===== config.mk =====
export PLATFORM = sky130hd
export DESIGN_NAME = serial_port_tx_flat
export DESIGN_NICKNAME = d
export VERILOG_FILES = /design/src/rtl/serial_port_pkg.sv /design/src/rtl/serial_port_tx_if.sv /design/src/rtl/serial_port_tx_fifo.sv /design/src/rtl/serial_port_tx.sv /design/src/flat_wrapper.sv
export SDC_FILE = /design/constraint.sdc
export NUM_CORES = 1
export LEC_CHECK = 0
export ABC_AREA = 1
export ABC_CLOCK_PERIOD_IN_PS = 3400
export BUFFER_PORTS_ARGS = -buffer_cell sky130_fd_sc_hd__clkbuf_2
export CORE_ASPECT_RATIO = 1.25
export CORE_MARGIN = 1
export CORE_UTILIZATION = 50
export DETAILED_ROUTE_END_ITERATION = 10
export GPL_TIMING_DRIVEN = 0
export PLACE_DENSITY = 0.8
export SYNTH_ARGS = -nofsm -noshare
export SYNTH_HDL_FRONTEND = slang
export SYNTH_SLANG_ARGS = --single-unit

===== constraint.sdc =====
create_clock -name clk -period 3.4 [get_ports clk]
set_clock_uncertainty 0.15 [all_clocks]
set_input_delay 0.17 -clock clk [delete_from_list [all_inputs] [get_ports clk]]
set_output_delay 0.17 -clock clk [all_outputs]
set_load 0.01 [all_outputs]

===== src/rtl/serial_port_pkg.sv =====
// Shared definitions for the serial port: transmit FSM encoding, baud phase
// positions for bit boundaries and receive sampling, and frame width.
package serial_port_pkg;

    typedef enum logic [1:0] {
        TX_IDLE  = 2'b00,
        TX_START = 2'b01,
        TX_DATA  = 2'b10,
        TX_STOP  = 2'b11
    } tx_state_t;

    // Bit boundaries sit on phase 0 so the receiver's phase-2 sample is mid-bit.
    localparam logic [1:0] BIT_PHASE_TX = 2'h0;
    localparam logic [1:0] BIT_PHASE_RX = 2'h2;

    localparam int DATA_BITS = 8;

endpackage


===== src/rtl/serial_port_tx_if.sv =====
// Host-side write/status bundle of the serial port transmitter.
interface serial_port_tx_if;

    logic [7:0] tx_data;
    logic       tx_wr;
    logic       tx_full;
    logic       tx_ovf;
    logic       tx_busy;
    logic       tx_done;

    // Host: writes bytes and watches status.
    modport master (
        output tx_data, tx_wr,
        input  tx_full, tx_ovf, tx_busy, tx_done
    );

    // Transmitter: accepts bytes and reports status.
    modport slave (
        input  tx_data, tx_wr,
        output tx_full, tx_ovf, tx_busy, tx_done
    );

endinterface


===== src/rtl/serial_port_tx_fifo.sv =====
// Small synchronous FIFO for queued transmit bytes; head is visible on rdata.
module serial_port_tx_fifo #(
    parameter  int DEPTH  = 4,
    parameter  int WIDTH  = 8,
    localparam int ADDR_W = $clog2(DEPTH)
) (
    input  logic              clk,
    input  logic              rst_n,
    input  logic              push,
    input  logic              pop,
    input  logic [WIDTH-1:0]  wdata,
    output logic [WIDTH-1:0]  rdata,
    output logic              full,
    output logic              empty,
    output logic [ADDR_W:0]   count
);

    logic [WIDTH-1:0]  mem [DEPTH];
    logic [ADDR_W-1:0] wr_ptr;
    logic [ADDR_W-1:0] rd_ptr;
    logic              do_push;
    logic              do_pop;

    // Writes while full are dropped; the caller reports the overflow.
    assign do_push = push && !full;
    assign do_pop  = pop && !empty;

    // Storage write.
    // NOTE: the data array carries no reset; only pointers and count define
    // validity, which keeps the array as plain RAM without a reset fan-out.
    always_ff @(posedge clk) begin
        if (do_push) begin
            mem[wr_ptr] <= wdata;
        end
    end

    // Pointer and occupancy tracking; pointers wrap naturally modulo DEPTH.
    // NOTE: sequential state uses non-blocking assignments so every flop
    // samples pre-edge values regardless of statement order.
    always_ff @(posedge clk) begin
        if (!rst_n) begin
            wr_ptr <= '0;
            rd_ptr <= '0;
            count  <= '0;
        end else begin
            if (do_push) wr_ptr <= wr_ptr + ADDR_W'(1);
            if (do_pop)  rd_ptr <= rd_ptr + ADDR_W'(1);
            case ({do_push, do_pop})
                2'b10:   count <= count + (ADDR_W+1)'(1);
                2'b01:   count <= count - (ADDR_W+1)'(1);
                default: count <= count;
            endcase
        end
    end

    // Count never exceeds DEPTH (a power of two), so its MSB alone means full.
    assign full  = count[ADDR_W];
    assign empty = (count == '0);
    assign rdata = mem[rd_ptr];

endmodule


===== src/rtl/serial_port_tx.sv =====
// Serial port transmitter: queues host bytes and sends them as 8N1 frames,
// with every line change aligned to the baud generator's phase-0 advance.
import serial_port_pkg::*;

module serial_port_tx #(
    parameter  int DEPTH  = 4,
    localparam int ADDR_W = $clog2(DEPTH)
) (
    input  logic             clk,
    input  logic             rst_n,
    input  logic [1:0]       phase,
    input  logic             change,
    serial_port_tx_if.slave  host,
    output logic             tx
);

    localparam int CNT_W = $clog2(DATA_BITS);

    logic              tick;
    logic              fifo_pop;
    logic [7:0]        fifo_rdata;
    logic              fifo_full;
    logic              fifo_empty;
    logic [ADDR_W:0]   fifo_count;

    tx_state_t         state_q, state_d;
    logic [7:0]        shift_q, shift_d;
    logic [CNT_W-1:0]  cnt_q, cnt_d;
    logic              tx_q, tx_d;
    logic              busy_q, busy_d;
    logic              done_q, done_d;
    logic              ovf_q;

    assign tick = (phase == BIT_PHASE_TX) && change;

    serial_port_tx_fifo #(
        .DEPTH (DEPTH),
        .WIDTH (8)
    ) u_fifo (
        .clk   (clk),
        .rst_n (rst_n),
        .push  (host.tx_wr),
        .pop   (fifo_pop),
        .wdata (host.tx_data),
        .rdata (fifo_rdata),
        .full  (fifo_full),
        .empty (fifo_empty),
        .count (fifo_count)
    );

    // Next-state and next-output logic; everything only moves on a tick.
    // NOTE: every signal gets a default before the case so no path leaves
    // it unassigned, which would otherwise infer a latch.
    always_comb begin
        state_d  = state_q;
        shift_d  = shift_q;
        cnt_d    = cnt_q;
        tx_d     = tx_q;
        busy_d   = busy_q;
        done_d   = 1'b0;
        fifo_pop = 1'b0;
        if (tick) begin
            case (state_q)
                TX_IDLE: begin
                    tx_d = 1'b1;
                    if (!fifo_empty) begin
                        fifo_pop = 1'b1;
                        shift_d  = fifo_rdata;
                        tx_d     = 1'b0;
                        busy_d   = 1'b1;
                        state_d  = TX_START;
                    end
                end
                TX_START: begin
                    tx_d    = shift_q[0];
                    cnt_d   = '0;
                    state_d = TX_DATA;
                end
                TX_DATA: begin
                    if (cnt_q == CNT_W'(DATA_BITS - 1)) begin
                        tx_d    = 1'b1;
                        state_d = TX_STOP;
                    end else begin
                        cnt_d = cnt_q + CNT_W'(1);
                        tx_d  = shift_q[cnt_q + CNT_W'(1)];
                    end
                end
                TX_STOP: begin
                    done_d = 1'b1;
                    if (!fifo_empty) begin
                        // Next frame starts immediately: no idle bit between.
                        fifo_pop = 1'b1;
                        shift_d  = fifo_rdata;
                        tx_d     = 1'b0;
                        state_d  = TX_START;
                    end else begin
                        busy_d  = 1'b0;
                        state_d = TX_IDLE;
                    end
                end
                default: state_d = TX_IDLE;
            endcase
        end
    end

    // FSM state and registered line/status outputs; reset aborts any frame.
    always_ff @(posedge clk) begin
        if (!rst_n) begin
            state_q <= TX_IDLE;
            shift_q <= '0;
            cnt_q   <= '0;
            tx_q    <= 1'b1;
            busy_q  <= 1'b0;
            done_q  <= 1'b0;
        end else begin
            state_q <= state_d;
            shift_q <= shift_d;
            cnt_q   <= cnt_d;
            tx_q    <= tx_d;
            busy_q  <= busy_d;
            done_q  <= done_d;
        end
    end

    // Overflow flag: a write seen while full was dropped by the FIFO.
    always_ff @(posedge clk) begin
        if (!rst_n) begin
            ovf_q <= 1'b0;
        end else begin
            ovf_q <= host.tx_wr && fifo_full;
        end
    end

    // Empty flag and occupancy count must always agree.
    assert property (@(posedge clk) disable iff (!rst_n)
        fifo_empty == (fifo_count == '0));

    assign tx           = tx_q;
    assign host.tx_full = fifo_full;
    assign host.tx_ovf  = ovf_q;
    assign host.tx_busy = busy_q;
    assign host.tx_done = done_q;

endmodule


===== src/flat_wrapper.sv =====
// flat-port wrapper written by rule: the top's interface ports become plain ports
module serial_port_tx_flat 
#(
    parameter  int DEPTH  = 4,
    localparam int ADDR_W = $clog2(DEPTH)
)
  (clk, rst_n, phase, change, tx, host_tx_data, host_tx_wr, host_tx_full, host_tx_ovf, host_tx_busy, host_tx_done);
  serial_port_tx_if host_i ();
  input  logic clk;
  input  logic rst_n;
  input  logic [1:0] phase;
  input  logic change;
  output logic tx;
  input wire logic [$bits(host_i.tx_data)-1:0] host_tx_data;
  input wire logic [$bits(host_i.tx_wr)-1:0] host_tx_wr;
  output wire logic [$bits(host_i.tx_full)-1:0] host_tx_full;
  output wire logic [$bits(host_i.tx_ovf)-1:0] host_tx_ovf;
  output wire logic [$bits(host_i.tx_busy)-1:0] host_tx_busy;
  output wire logic [$bits(host_i.tx_done)-1:0] host_tx_done;
  assign host_i.tx_data = host_tx_data;
  assign host_i.tx_wr = host_tx_wr;
  assign host_tx_full = host_i.tx_full;
  assign host_tx_ovf = host_i.tx_ovf;
  assign host_tx_busy = host_i.tx_busy;
  assign host_tx_done = host_i.tx_done;
  serial_port_tx #(.DEPTH(DEPTH)) u_core (.clk(clk), .rst_n(rst_n), .phase(phase), .change(change), .host(host_i), .tx(tx));
endmodule

* Yosys cells after proc, flatten, opt, wreduce, memory -nomap -nowiden
Memory sizes are Yosys's and may differ from the RTL's. A register that Yosys moved wholly into a read port is not among the register bits.
Index checks and enable logic that the tools add are counted.
** Word-level totals
- Bits in registers :: 16
- Bits in writable memories :: 32
- Input port bits :: 14
- Output and inout bits :: 5
- Word-level logic and storage cells :: 70
- Memories kept :: 1
** Cells by class
- $add $sub $neg :: 5
- Magnitude comparators :: 1
- Eq/ne operators :: 11
- Muxes and demuxes :: 22
- Bitwise operators :: 1
- Reduce and logical (&&, ||, !) cells :: 20
** Memory list
- u_core.u_fifo.mem :: depth 4, bits a word 8, read ports 1, clocked after Yosys merged registers in 1, write ports 1, RTL line serial_port_tx_fifo.sv:18 : logic [WIDTH-1:0] mem [DEPTH];
** Operator list (count)
- two-way mux 1 bit :: 13
- one-hot mux 3 bit (2 select lines) :: 2
- AND reduction 3 bit :: 3
- one-hot mux 2 bit (4 select lines) :: 1
- adder 3 x 1 -> 3 bit (second input constant) :: 2
- equality test 2 bit (second input constant) :: 3
- != test 2 bit (second input constant) :: 3
- nonzero test 2 bit :: 3
- adder 2 x 1 -> 2 bit (second input constant) :: 2
- equality test 2 x 1 -> 1 bit (second input constant) :: 2
- logical AND 1 bit :: 4
- logical NOT 2 bit :: 2
- < comparator 3 x 4 -> 1 bit (second input constant) :: 1
- two-way mux 2 bit :: 2
- != test 2 x 1 -> 1 bit (second input constant) :: 2
- one-hot mux 1 bit (4 select lines) :: 1
- AND reduction 2 bit :: 2
- AND reduction 4 bit :: 1
- binary-select mux 1 bit (select 3 bit) :: 1
- equality test 3 bit (second input constant) :: 1
- logical NOT 1 bit :: 3
- logical NOT 3 bit :: 1
- two-way mux 3 bit :: 1
- subtractor 3 x 1 -> 3 bit (second input constant) :: 1
- 3 further kinds :: 3

* Depth between registers and ports, before layout
Gate-level depths: netlist of the first run.
- Depth in word-level cells :: 7
- Gate-level depth with buffers :: 12
- Depth with buffers taken out :: 12

* Hierarchy
Synthesis of the first run repeated with hierarchy kept, for this count alone.
** Second synthesis, totals
- Cells, all modules :: 258
- Area total of the unflattened synthesis :: 2522.4 um2
** By module, submodules not included
- serial_port_tx_fifo :: instances 1, cells an instance 140, area each 1665.3 um2, sequential area each 1141.1 um2
- serial_port_tx :: instances 1, cells an instance 118, area each 857.1 um2, sequential area each 340.3 um2

* Worst setup path after synthesis of the first run
OpenSTA, ideal clock, no wires.
- Kind :: register to register
- From :: reg u_core.state_q[0]
- To :: reg u_core.u_fifo.count[2]
- Setup time :: 0.119 ns
- Arrival time :: 1.984 ns
- Data required time :: 3.131 ns
- Slack :: 1.147 ns
- Stages on the path, launching flop included :: 13
- Buffers on the path :: 0
- Clock period less this slack :: 2.253 ns
- Path through :: dfxtp_1 -> inv_1 -> ha_1 -> inv_1 -> nand3_2 -> inv_2 -> ha_1 -> inv_1 -> fa_1 -> a21oi_1 -> o21ai_1 -> o21ai_0 -> a21oi_1
** On the way
- Longest elaborated chain between the ends :: 7
- Elaborated cells between the ends (all ways) :: 10
- Those cells by class :: eq/ne (3); mux (3); reduce/logical (4)
** RTL lines
- from (decl) :: RTL line serial_port_tx.sv:26 : tx_state_t state_q, state_d;
- from (signal assigned) :: RTL line serial_port_tx.sv:116 : state_q <= state_d;
- equality test 2 bit / logical NOT 2 bit (equally long branches) :: RTL line serial_port_tx.sv:63 : case (state_q)
- OR reduction 2 bit (no line) *
- two-way mux 1 bit *
- two-way mux 1 bit * :: RTL line serial_port_tx.sv:62 : if (tick) begin
- logical AND 1 bit * :: RTL line serial_port_tx_fifo.sv:26 : assign do_pop = pop && !empty;
- via u_core.u_fifo.do_pop :: RTL line serial_port_tx_fifo.sv:22 : logic do_pop;
- equality test 2 x 1 -> 1 bit / equality test 2 bit (equally long branches) :: RTL line serial_port_tx_fifo.sv:48 : case ({do_push, do_pop})
- one-hot mux 3 bit (2 select lines) / nonzero test 2 bit (equally long branches)
- to (signal assigned) :: RTL line serial_port_tx_fifo.sv:49 : 2'b10: count <= count + (ADDR_W+1)'(1);
- to (signal assigned) :: RTL line serial_port_tx_fifo.sv:50 : 2'b01: count <= count - (ADDR_W+1)'(1);
- to (signal assigned) :: RTL line serial_port_tx_fifo.sv:51 : default: count <= count;
- to (decl) :: RTL line serial_port_tx_fifo.sv:15 : output logic [ADDR_W:0] count
Mark *: on every way through the listed nets, which the timed path passes. The rest lies on a longest branch.
A chain may end at the register's enable or synchronous reset.

* Final worst setup path of the first run
Ends and elaborated chain as after synthesis.

==> results of run 1 <==
## final timing paths
kind                     start                endpoint  depth (start not counted)
max          u_core.state_q[0]  u_core.u_fifo.count[2]                         12
min reg2reg    u_core.cnt_q[1]         u_core.cnt_q[1]                          2
min                      rst_n  u_core.u_fifo.count[0]                          3
max reg2reg  u_core.state_q[0]  u_core.u_fifo.count[2]                         12
## state kept, by name, summed over array words and instances (netlist names)
register / flops
u_core.u_fifo.mem: 32
u_core.shift_q: 8
u_core.cnt_q: 3
u_core.u_fifo.count: 3
u_core.state_q: 2
u_core.u_fifo.rd_ptr: 2
u_core.u_fifo.wr_ptr: 2
u_core.host.tx_busy: 1
u_core.host.tx_done: 1
u_core.host.tx_ovf: 1
u_core.tx: 1
## Yosys cell counts, drive strengths merged
| cell | instances |
|---|---|
| nand2 | 23 |
| nor2 | 44 |
| dfxtp | 24 |
| nor3 | 4 |
| edfxtp | 32 |
| nand3 | 10 |
| clkbuf | 1 |
| ha | 12 |
| clkinv | 1 |
| o22ai | 8 |
| buf | 5 |
| a211oi | 1 |
| inv | 27 |
| fa | 1 |
| a21oi | 16 |
| nand3b | 1 |
| o21ai | 35 |
| nand4 | 1 |
## layout by cell type (no fill, tap or decap), types with 8 or more instances in the layout
cell	synthesis	layout
sky130_fd_sc_hd__nand3_1	8	8
sky130_fd_sc_hd__dfxtp_1	24	24
sky130_fd_sc_hd__o21ai_0	29	29
sky130_fd_sc_hd__clkbuf_2	0	18
sky130_fd_sc_hd__edfxtp_1	32	32
sky130_fd_sc_hd__o22ai_1	8	8
sky130_fd_sc_hd__a21oi_1	15	15
sky130_fd_sc_hd__nand2_1	20	20
sky130_fd_sc_hd__inv_2	9	9
sky130_fd_sc_hd__dlygate4sd3_1	0	11
sky130_fd_sc_hd__ha_1	12	12
sky130_fd_sc_hd__nor2_2	9	9
sky130_fd_sc_hd__nor2_1	34	34
sky130_fd_sc_hd__inv_1	17	17
## where the power goes
group          internal, mW  switching [mW]  leakage, nW
logic                0.0515          0.0813        0.568
registers             0.748          0.0124        0.489
clock network         0.222           0.219       0.0583
total                  1.02           0.313         1.11
## area by class of cell
class                           count  area share (%)
Sequential cell                    56            50.0
Multi-Input combinational cell    156            30.7
Timing Repair Buffer               29            6.94
Inverter                           28            3.86
Tap cell                           60            2.60
Clock buffer                        5            2.39
Buffer                              6            1.87
Clock inverter                      3            1.65
## cells by family after synthesis
logic type,Yosys count
AO/OA/AOI/OAI,60
adder cells (fa/ha/maj),13
buffers and inverters,34
AND/OR/NAND/NOR,83
flip-flops,56
## per-stage QoR
step	utilization (%)	instances	total power, mW	worst slack, ns
3_5_place_dp	55.8	324	0.901	0.946
3_3_place_gp	55.8	324	0.896	0.996
5_1_grt	60.5	343	1.38	0.702
2_1_floorplan	-	246	0.862	1.15
4_1_cts	60.5	343	1.34	0.919
6_report	60.5	343	1.33	0.911
## critical path, stage by stage (launching register included)
cell                      delay (ns)
sky130_fd_sc_hd__dfxtp_1        0.41
sky130_fd_sc_hd__inv_1          0.12
sky130_fd_sc_hd__ha_1           0.33
sky130_fd_sc_hd__inv_1          0.09
sky130_fd_sc_hd__nand3_2        0.10
sky130_fd_sc_hd__inv_2          0.14
sky130_fd_sc_hd__ha_1           0.17
sky130_fd_sc_hd__inv_1          0.07
sky130_fd_sc_hd__fa_1           0.38
sky130_fd_sc_hd__a21oi_1        0.15
sky130_fd_sc_hd__o21ai_1        0.09
sky130_fd_sc_hd__o21ai_0        0.15
sky130_fd_sc_hd__a21oi_1        0.05
## routing by layer
metal,wire (µm),vias up
met4,107,0
met2,2250,34
met3,123,11
met5,0,-
li1,-,904
met1,1850,822
==> results.txt, run 1 <==
----------------------------------------------------
[Job]
  Max_cap viols ... 0

[Global route]
  Global-route track usage on met3 ... 3.09%
  All-Layer GR Usage ... between 10% and 20%
  First-pass GRT wire length ... 7040 µm
  Via count of the first global-routing pass ... between 1,500 and 2,000
  Total grt overflow ... 0
  Number of antenna violations at the first check in global routing ... 0
  Met1 layer usage reported by global route ... between 10% and 20%
  Pin count of the biggest net entering global routing ... 19
  Layer with the highest usage after global routing ... met2
  GR Util met2 ... between 30% and 40%

[Clock tree]
  Cts-stage hold buffer count ... 11
  Max Buffers Root-to-Sink ... 2
  Clock root cell ... sky130_fd_sc_hd__clkbuf_8
  Sink Count ... 56
  Clock buffer count from CTS ... 5
  Post-CTS setup-driven buffer insertion count ... 0
  Clock insertion delay at the later pin of the skew report ... 0.32 ns
  PostCTS Resize Cnt ... 0
  TritonCTS clock tree ... built
  Clock transition at path regs ... 0.11 ns
  H-Tree Depth ... 2

[Synth]
  Count of cell types in the netlist ... 30
  Xor-xnor portion of the synthesized cell area ... 0%
  Warning count from the yosys run ... 0
  Multiplexer share of the synthesized area ... 0%
  Adder-cell area share of the yosys netlist ... under 10%
  Gate count of the mapped netlist ... 246
  Average cell area after synthesis ... 10.1 µm²
  Seq/Total Area, Yosys ... between 50% and 60%
  Largest family of logic cells by synthesized area ... simple AND/OR/NAND/NOR gates
  Post-Syn Area ... 0.00249 mm²
  Flops & latches, synth ... 56
  Portion of synthesized cell area occupied by the leading cell type ... about two fifths
  Cell types with the largest area share after synthesis ... sky130_fd_sc_hd__edfxtp_1 (39%), sky130_fd_sc_hd__dfxtp_1 (19%), sky130_fd_sc_hd__ha_1 (6.0%), sky130_fd_sc_hd__o21ai_0 (5.8%), sky130_fd_sc_hd__nor2_1 (5.1%)
  Post-Syn Nets ... ~270
  Yosys top cell by area ... sky130_fd_sc_hd__edfxtp_1
  Simple-gate share of the synthesized area ... 15.8%
  Complex-gate fraction of the synthesized area ... 12.9%

[Placed design]
  Total cell area at the placement stage ... between 0.002 and 0.003 mm²
  Port-buffer cells ... 18
  Detailed Place HPWL ... 2960 µm
  Placer congestion estimate ... just over 0.8

[Worst setup path]
  Type of destination of the critical path ... flip-flop
  Worst reg-to-reg setup slack ... 0.91 ns
  Worst Path Max Fanout ... 10
  Arrival @ worst endpoint ... ~2.6 ns
  Req. time, crit path ... 3.47 ns
  Kind of start point of the critical path ... flip-flop
  Type of the worst setup path ... reg -> reg

[STA]
  Max Fclk ... between 400 and 500 MHz
  Worst slew pin tran ... 0.807 ns
  Fin crit period ... ~2.5 ns
  Final worst path period share ... 73.2%
  Fin. Hold Viols ... 0
  Final setup violating endpoints ... 0
  Sum of negative setup slack ... 0 ns
  Worst slew margin relative to its limit ... 46.0%
  Worst hold margin ... between 0.015 and 0.02 ns
  Setup repair after global routing missed its margin ... no
  Slew Limit Fails ... 0

[Routing]
  First DRT Iteration DRCs ... between 80 and 90
  Routed Antenna Nets ... 0
  Via count ... approximately 1,800
  DR pass1 iterations ... 4
  Routed length per instance ... between 10 and 15 µm
  DRC Markers ... 0
  Via-to-Cell Ratio ... approximately 5.2
  Routed WL ... between 4000 and 5000 µm

[Floorplanning]
  Core box area ... approximately 0.0048 mm²
  Horiz. Die Dim ... 65.1 µm
  Total I/O pin count ... 19
  Placement row count ... 28
  Starting density of the core ... between 50 and 60%
  Die extent in y ... around 81 µm
  Total die area ... between 0.005 and 0.006 mm²

[Layout]
  Fraction of layout cells with a size suffix above 1 ... between 20% and 30%
  Net total in the final layout ... 309
  Area overhead of the layout relative to synthesis ... 15.7%
  Fillcell total ... between 400 and 500
  ANT cells ... 0
  Sequential standard cell area ... 0.00144 mm²
  Multi-input gate area in the final layout ... between 800 and 900 µm²
  Post-route cell area ... roughly 0.0029 mm²

[Power and ir drop]
  PD cells ... between 400 and 500 mW/mm²
  Largest vdd supply drop ... 0.000357 V
  Static leakage power ... 1.11 nW

[Min path]
  Class of the most critical hold timing path ... in -> reg

[Status]
  Outcome ... complete, no violations

----------------------------------------------------
No activity file was read; power rests on OpenSTA's default activity.
==> run 2, diff against run 1 <==
--- a/config.mk
+++ b/config.mk
@@ -6,14 +6,14 @@
 export NUM_CORES = 1
 export LEC_CHECK = 0
 export ABC_AREA = 1
-export ABC_CLOCK_PERIOD_IN_PS = 3400
+export ABC_CLOCK_PERIOD_IN_PS = 2000
 export BUFFER_PORTS_ARGS = -buffer_cell sky130_fd_sc_hd__clkbuf_2
 export CORE_ASPECT_RATIO = 1.25
 export CORE_MARGIN = 1
 export CORE_UTILIZATION = 50
 export DETAILED_ROUTE_END_ITERATION = 10
 export GPL_TIMING_DRIVEN = 0
-export PLACE_DENSITY = 0.8
+export PLACE_DENSITY = 0.83
 export SYNTH_ARGS = -nofsm -noshare
 export SYNTH_HDL_FRONTEND = slang
 export SYNTH_SLANG_ARGS = --single-unit
==> constraint.sdc (replaced) <==
create_clock -name clk -period 2 [get_ports clk]
set_clock_uncertainty 0.15 [all_clocks]
set_input_delay 0.1 -clock clk [delete_from_list [all_inputs] [get_ports clk]]
set_output_delay 0.1 -clock clk [all_outputs]
set_load 0.01 [all_outputs]
==> results.txt, run 2 (synthesized netlist as in run 1, its figures left out) <==
----------------------------------------------------
[Worst setup path]
  Arrival @ worst endpoint ... about 2.1 ns
  Type of destination of the critical path ... flip-flop
  Worst Path Max Fanout ... 2
  Req. time, crit path ... about 2.1 ns
  Type of the worst setup path ... reg -> reg
  Worst reg2reg path depth ... 12
  Kind of start point of the critical path ... flip-flop

[Global route]
  Number of antenna violations at the first check in global routing ... 0
  Pin count of the biggest net entering global routing ... 20
  First-pass GRT wire length ... roughly 7800 µm
  Total grt overflow ... 0
  Via count of the first global-routing pass ... approximately 1,700
  All-Layer GR Usage ... 19.6%

[Status]
  Outcome ... finished with violations
  Failing checks ... setup timing

[STA]
  Setup repair after global routing missed its margin ... yes
  Final worst path period share ... 101%
  Final setup violating endpoints ... 1
  Fin. Hold Viols ... 0
  Max Fclk ... between 400 and 500 MHz
  Sum of negative setup slack ... -0.0121 ns
  Worst slew margin relative to its limit ... roughly 47%
  Fin crit period ... 2.01 ns
  Slew Limit Fails ... 0
  Worst setup slack after layout ... -0.0121 ns
  Worst slew pin tran ... 0.793 ns

[Placed design]
  Number of cells after detailed placement ... 324
  Total cell area at the placement stage ... ~0.0027 mm²
  Placer congestion estimate ... between 0.8 and 0.9
  Detailed Place HPWL ... 3110 µm
  Port-buffer cells ... 18

[Power and ir drop]
  Combinational share of power ... between 10% and 20%
  PD cells ... 732 mW/mm²
  Total Power Consumption ... about 2.2 mW
  Portion of total power attributed to the clock network ... 29.0%
  Largest vdd supply drop ... 0.000653 V
  Static leakage power ... 1.16 nW
  Switching component of the power ... about 0.56 mW
  Sequential fraction of design power ... about three fifths
  Internal power consumption ... approximately 1.6 mW
  Net Sw Frac ... between 20% and 30%

[Clock tree]
  Clock insertion delay at the later pin of the skew report ... ~0.31 ns
  H-Tree Depth ... 2
  Clock transition at path regs ... 0.10 ns
  Sink Count ... 56
  Max Buffers Root-to-Sink ... 2
  Clock buffer count from CTS ... 5
  TritonCTS clock tree ... built
  Clock root cell ... sky130_fd_sc_hd__clkbuf_8

[Layout]
  Net total in the final layout ... 320
  Post-layout instance count excluding filler cells ... 354
  Number of flip-flops under the largest register name ... 32
  Fraction of layout cells with a size suffix above 1 ... between 20 and 30%
  Highest-count cells in the layout ignoring fill and taps ... sky130_fd_sc_hd__nor2_1 (34), sky130_fd_sc_hd__edfxtp_1 (32), sky130_fd_sc_hd__o21ai_0 (28), sky130_fd_sc_hd__dfxtp_1 (22), sky130_fd_sc_hd__nand2_1 (20)
  Fillcell total ... about 380
  Final standard cell utilization of the core ... roughly 63%
  Area overhead of the layout relative to synthesis ... 20.8%
  Register ranked first by flip-flop count ... u_core.u_fifo.mem
  Multi-input gate area in the final layout ... around 930 µm²
  Post-route cell area ... around 0.003 mm²
  Most common cell after layout, fill and taps aside ... sky130_fd_sc_hd__nor2_1
  ANT cells ... 0
  Sequential standard cell area ... approximately 0.0014 mm²
  Registers with the highest flip-flop counts ... u_core.u_fifo.mem x32, u_core.shift_q x8

[Routing]
  Routed WL ... roughly 4700 µm
  Routed Antenna Nets ... 0
  First DRT Iteration DRCs ... ~120
  DRC Markers ... 0
  DR pass1 iterations ... 4
  Routed length per instance ... 13.2 µm
  Via-to-Cell Ratio ... 5.22
  Via count ... roughly 1,800

[Floorplanning]
  Horiz. Die Dim ... 65.1 µm
  Total I/O pin count ... 19
  Starting density of the core ... between 50 and 60%
  Total die area ... around 0.0053 mm²
  Placement row count ... 28
  Die extent in y ... slightly above 80 µm
  Core box area ... around 0.0048 mm²

[Min path]
  Worst Hold Depth ... 6
  Class of the most critical hold timing path ... in -> reg

[Job]
  Max_cap viols ... 0

----------------------------------------------------
-- run 2: cell types whose count changed in the layout (fill, tap and decap cells not counted), moves of 2 or more --
cell | previous run | this run
sky130_fd_sc_hd__buf_4 | 1 | 11
sky130_fd_sc_hd__inv_1 | 17 | 13
sky130_fd_sc_hd__inv_4 | 0 | 4
sky130_fd_sc_hd__dfxtp_1 | 24 | 22
sky130_fd_sc_hd__ha_1 | 12 | 10
sky130_fd_sc_hd__ha_4 | 0 | 2
sky130_fd_sc_hd__inv_6 | 1 | 3
-- run 2: layout make-up --
cell class / instances / share of cell area (%)
Clock inverter: 3 / 0.873
Timing Repair Buffer: 40 / 9.48
Multi-Input combinational cell: 156 / 30.8
Clock buffer: 5 / 2.29
Buffer: 6 / 1.79
Tap cell: 60 / 2.49
Inverter: 28 / 4.20
Sequential cell: 56 / 48.1
-- run 2: final timing paths --
kind	from	end	slack (ns)
max	u_core.state_q[1]	u_core.u_fifo.count[2]	-0.01
max reg2reg	u_core.state_q[1]	u_core.u_fifo.count[2]	-0.01
min reg2reg	u_core.cnt_q[1]	u_core.cnt_q[1]	0.33
min	phase[0]	u_core.cnt_q[2]	0.04
-- run 2: repair_timing --
action / 4_1_cts / 5_1_grt
hold buffers: 12 / 0
endpoints found under the setup margin: 2 / 2
pin swaps: 5 / 3
resized for setup: 7 / 3
buffers inserted: 7 / 3
gates cloned: 0 / 0
hold endpoints to repair: 39 / 0
-- run 2: worst max-delay path, stage by stage (launching register included) --
cell                       delay (ns)
sky130_fd_sc_hd__dfxtp_4         0.38
sky130_fd_sc_hd__inv_4           0.04
sky130_fd_sc_hd__ha_4            0.24
sky130_fd_sc_hd__inv_4           0.06
sky130_fd_sc_hd__nand3_4         0.07
sky130_fd_sc_hd__clkinv_4        0.06
sky130_fd_sc_hd__ha_4            0.13
sky130_fd_sc_hd__inv_4           0.04
sky130_fd_sc_hd__fa_2            0.35
sky130_fd_sc_hd__a21oi_2         0.15
sky130_fd_sc_hd__o21ai_2         0.08
sky130_fd_sc_hd__o21ai_1         0.12
sky130_fd_sc_hd__a21oi_1         0.05
-- run 2: layer usage --
metal / vias to the layer above / GRT usage [%] / part of all wire, %
met2: 54 / 37.5 / 55
met1: 850 / 21.4 / 38
met3: 8 / 3.65 / 4.5
met5: - / 0 / 0
li1: 935 / - / -
met4: 0 / 6.74 / 2.0
-- run 2: stage by stage --
step	hold slack [ns]	setup WS (ns)
2_1_floorplan	0.0489	0.00555
3_3_place_gp	0.164	-0.0999
3_5_place_dp	0.172	-0.140
4_1_cts	0.0430	-0.0413
5_1_grt	0.0676	-0.133
6_report	0.0428	-0.0121
-- run 2: power groups by stage --
stage                     sequential [mW]  combinational, mW  clock (mW)
final                                1.29              0.268       0.638
after global routing                 1.30              0.301       0.701
after CTS                            1.29              0.262       0.647
after detailed placement             1.32              0.227           0
after global placement               1.32              0.216           0
after floorplan                      1.32              0.159           0
==> run 3, diff against run 2 <==
--- a/config.mk
+++ b/config.mk
@@ -14,6 +14,7 @@
 export DETAILED_ROUTE_END_ITERATION = 10
 export GPL_TIMING_DRIVEN = 0
 export PLACE_DENSITY = 0.83
+export RECOVER_POWER = 25
 export SYNTH_ARGS = -nofsm -noshare
 export SYNTH_HDL_FRONTEND = slang
 export SYNTH_SLANG_ARGS = --single-unit
==> results.txt, run 3 (synthesized netlist as in run 1, its figures left out) <==
----------------------------------------------------
[Status]
  Outcome ... finished with violations
  Failing checks ... setup timing

[Placed design]
  Detailed Place HPWL ... 3110 µm
  Placement Setup Slack ... -0.140 ns
  Number of cells after detailed placement ... between 300 and 400
  Port-buffer cells ... 18
  Total cell area at the placement stage ... between 0.002 and 0.003 mm²
  Placer congestion estimate ... between 0.8 and 0.9

[Layout]
  Most common cell after layout, fill and taps aside ... sky130_fd_sc_hd__nor2_1
  Fillcell total ... 390
  Post-route cell area ... approximately 0.003 mm²
  Registers with the highest flip-flop counts ... u_core.u_fifo.mem x32, u_core.shift_q x8
  Multi-input gate area in the final layout ... 927 µm²
  Register ranked first by flip-flop count ... u_core.u_fifo.mem
  ANT cells ... 0
  Post-layout instance count excluding filler cells ... approximately 350
  Number of flip-flops under the largest register name ... 32
  Highest-count cells in the layout ignoring fill and taps ... sky130_fd_sc_hd__nor2_1 (34), sky130_fd_sc_hd__edfxtp_1 (32), sky130_fd_sc_hd__o21ai_0 (28), sky130_fd_sc_hd__dfxtp_1 (22), sky130_fd_sc_hd__nand2_1 (20)
  Sequential standard cell area ... 0.00145 mm²
  Net total in the final layout ... 320
  Area overhead of the layout relative to synthesis ... 20.5%
  Fraction of layout cells with a size suffix above 1 ... 25.9%

[Power and ir drop]
  Static leakage power ... between 1 and 1.5 nW
  Sequential fraction of design power ... 58.9%
  Portion of total power attributed to the clock network ... between 20% and 30%
  Net Sw Frac ... between 20% and 30%
  Internal power consumption ... ~1.6 mW
  Switching component of the power ... between 0.5 and 0.6 mW
  Largest vdd supply drop ... approximately 0.00065 V
  Combinational share of power ... 12.2%
  PD cells ... around 730 mW/mm²

[Global route]
  Pin count of the biggest net entering global routing ... 20
  Number of antenna violations at the first check in global routing ... 0
  Total grt overflow ... 0
  Via count of the first global-routing pass ... around 1,700
  All-Layer GR Usage ... about a fifth
  First-pass GRT wire length ... between 7000 and 8000 µm

[STA]
  Final setup violating endpoints ... 1
  Final worst path period share ... 101%
  Worst slew margin relative to its limit ... between 40% and 50%
  Fin. Hold Viols ... 0
  Fin crit period ... 2.01 ns
  Worst setup slack after layout ... -0.0124 ns
  Setup repair after global routing missed its margin ... yes
  Max Fclk ... a little under 500 MHz
  Slew Limit Fails ... 0
  Worst slew pin tran ... around 0.78 ns

[Clock tree]
  Sink Count ... 56
  Max Buffers Root-to-Sink ... 2
  Clock insertion delay at the later pin of the skew report ... a little over 0.3 ns
  TritonCTS clock tree ... built
  Clock root cell ... sky130_fd_sc_hd__clkbuf_8
  Clock transition at path regs ... roughly 0.10 ns
  Clock buffer count from CTS ... 5
  H-Tree Depth ... 2

[Min path]
  Class of the most critical hold timing path ... in -> reg

[Routing]
  Routed WL ... 4700 µm
  Routed Antenna Nets ... 0
  Routed length per instance ... about 13 µm
  DR pass1 iterations ... 4
  Via count ... 1,853
  DRC Markers ... 0
  Via-to-Cell Ratio ... between 5 and 6
  First DRT Iteration DRCs ... between 80 and 90

[Worst setup path]
  Arrival @ worst endpoint ... roughly 2.1 ns
  Type of destination of the critical path ... flip-flop
  Req. time, crit path ... roughly 2.1 ns
  Type of the worst setup path ... reg -> reg
  Worst Path Max Fanout ... 2
  Kind of start point of the critical path ... flip-flop

[Floorplanning]
  Starting density of the core ... 52.3%
  Placement row count ... 28
  Core box area ... about 0.0048 mm²
  Total I/O pin count ... 19
  Total die area ... 0.00527 mm²
  Die extent in y ... between 80 and 90 µm
  Horiz. Die Dim ... 65.1 µm

[Job]
  Max_cap viols ... 0

----------------------------------------------------
run 3: layout make-up:
type / instances / share of cell area, %
Buffer: 6 / 1.79
Multi-Input combinational cell: 156 / 30.9
Tap cell: 60 / 2.50
Timing Repair Buffer: 40 / 9.25
Clock inverter: 3 / 0.875
Sequential cell: 56 / 48.2
Inverter: 28 / 4.21
Clock buffer: 5 / 2.29
run 3: worst paths after layout:
kind | cells past startpoint | to | start | slack (ns)
setup / recovery | 12 | u_core.u_fifo.count[2] | u_core.state_q[1] | -0.01
hold / removal | 6 | u_core.cnt_q[2] | phase[0] | 0.04
hold reg to reg | 2 | u_core.cnt_q[1] | u_core.cnt_q[1] | 0.33
setup reg to reg | 12 | u_core.u_fifo.count[2] | u_core.state_q[1] | -0.01
run 3: timing repair:
item	in CTS	in global routing
hold buffers	12	0
endpoints found under the hold margin	39	0
resized for setup	7	3
setup buffers	7	3
setup endpoints to repair	2	2
pin swaps	5	3
run 3: metal layers:
metal	global-route usage (%)	routed length (µm)	share of wire [%]
met2	37.5	2560	54
met5	0	0	0
met4	6.74	107	2.3
met1	21.4	1820	39
met3	3.65	208	4.4
run 3: per-stage QoR:
| step | utilization, % | hold slack, ns | setup TNS, ns | total power [mW] |
|---|---|---|---|---|
| after global placement | 56.6 | 0.164 | -0.195 | 1.54 |
| after floorplan | - | 0.0489 | 0 | 1.48 |
| after global routing | 63.0 | 0.0676 | -0.215 | 2.30 |
| after CTS | 62.6 | 0.0430 | -0.0413 | 2.20 |
| after detailed placement | 56.6 | 0.172 | -0.266 | 1.55 |
| final | 63.0 | 0.0440 | -0.0124 | 2.20 |
run 3: worst max-delay path: stages, from the launching register on:
cell	delay, ns
sky130_fd_sc_hd__dfxtp_4	0.38
sky130_fd_sc_hd__inv_4	0.04
sky130_fd_sc_hd__ha_4	0.24
sky130_fd_sc_hd__inv_4	0.06
sky130_fd_sc_hd__nand3_4	0.07
sky130_fd_sc_hd__clkinv_4	0.06
sky130_fd_sc_hd__ha_4	0.13
sky130_fd_sc_hd__inv_4	0.03
sky130_fd_sc_hd__fa_2	0.35
sky130_fd_sc_hd__a21oi_2	0.15
sky130_fd_sc_hd__o21ai_2	0.08
sky130_fd_sc_hd__o21ai_1	0.12
sky130_fd_sc_hd__a21oi_1	0.05
run 3: power groups by stage:
stage | Sequential [mW] | Clock (mW) | Combinational (mW)
after floorplan | 1.32 | 0 | 0.159
after global placement | 1.32 | 0 | 0.216
after detailed placement | 1.32 | 0 | 0.227
after CTS | 1.29 | 0.647 | 0.262
after global routing | 1.30 | 0.701 | 0.300
final | 1.30 | 0.636 | 0.267
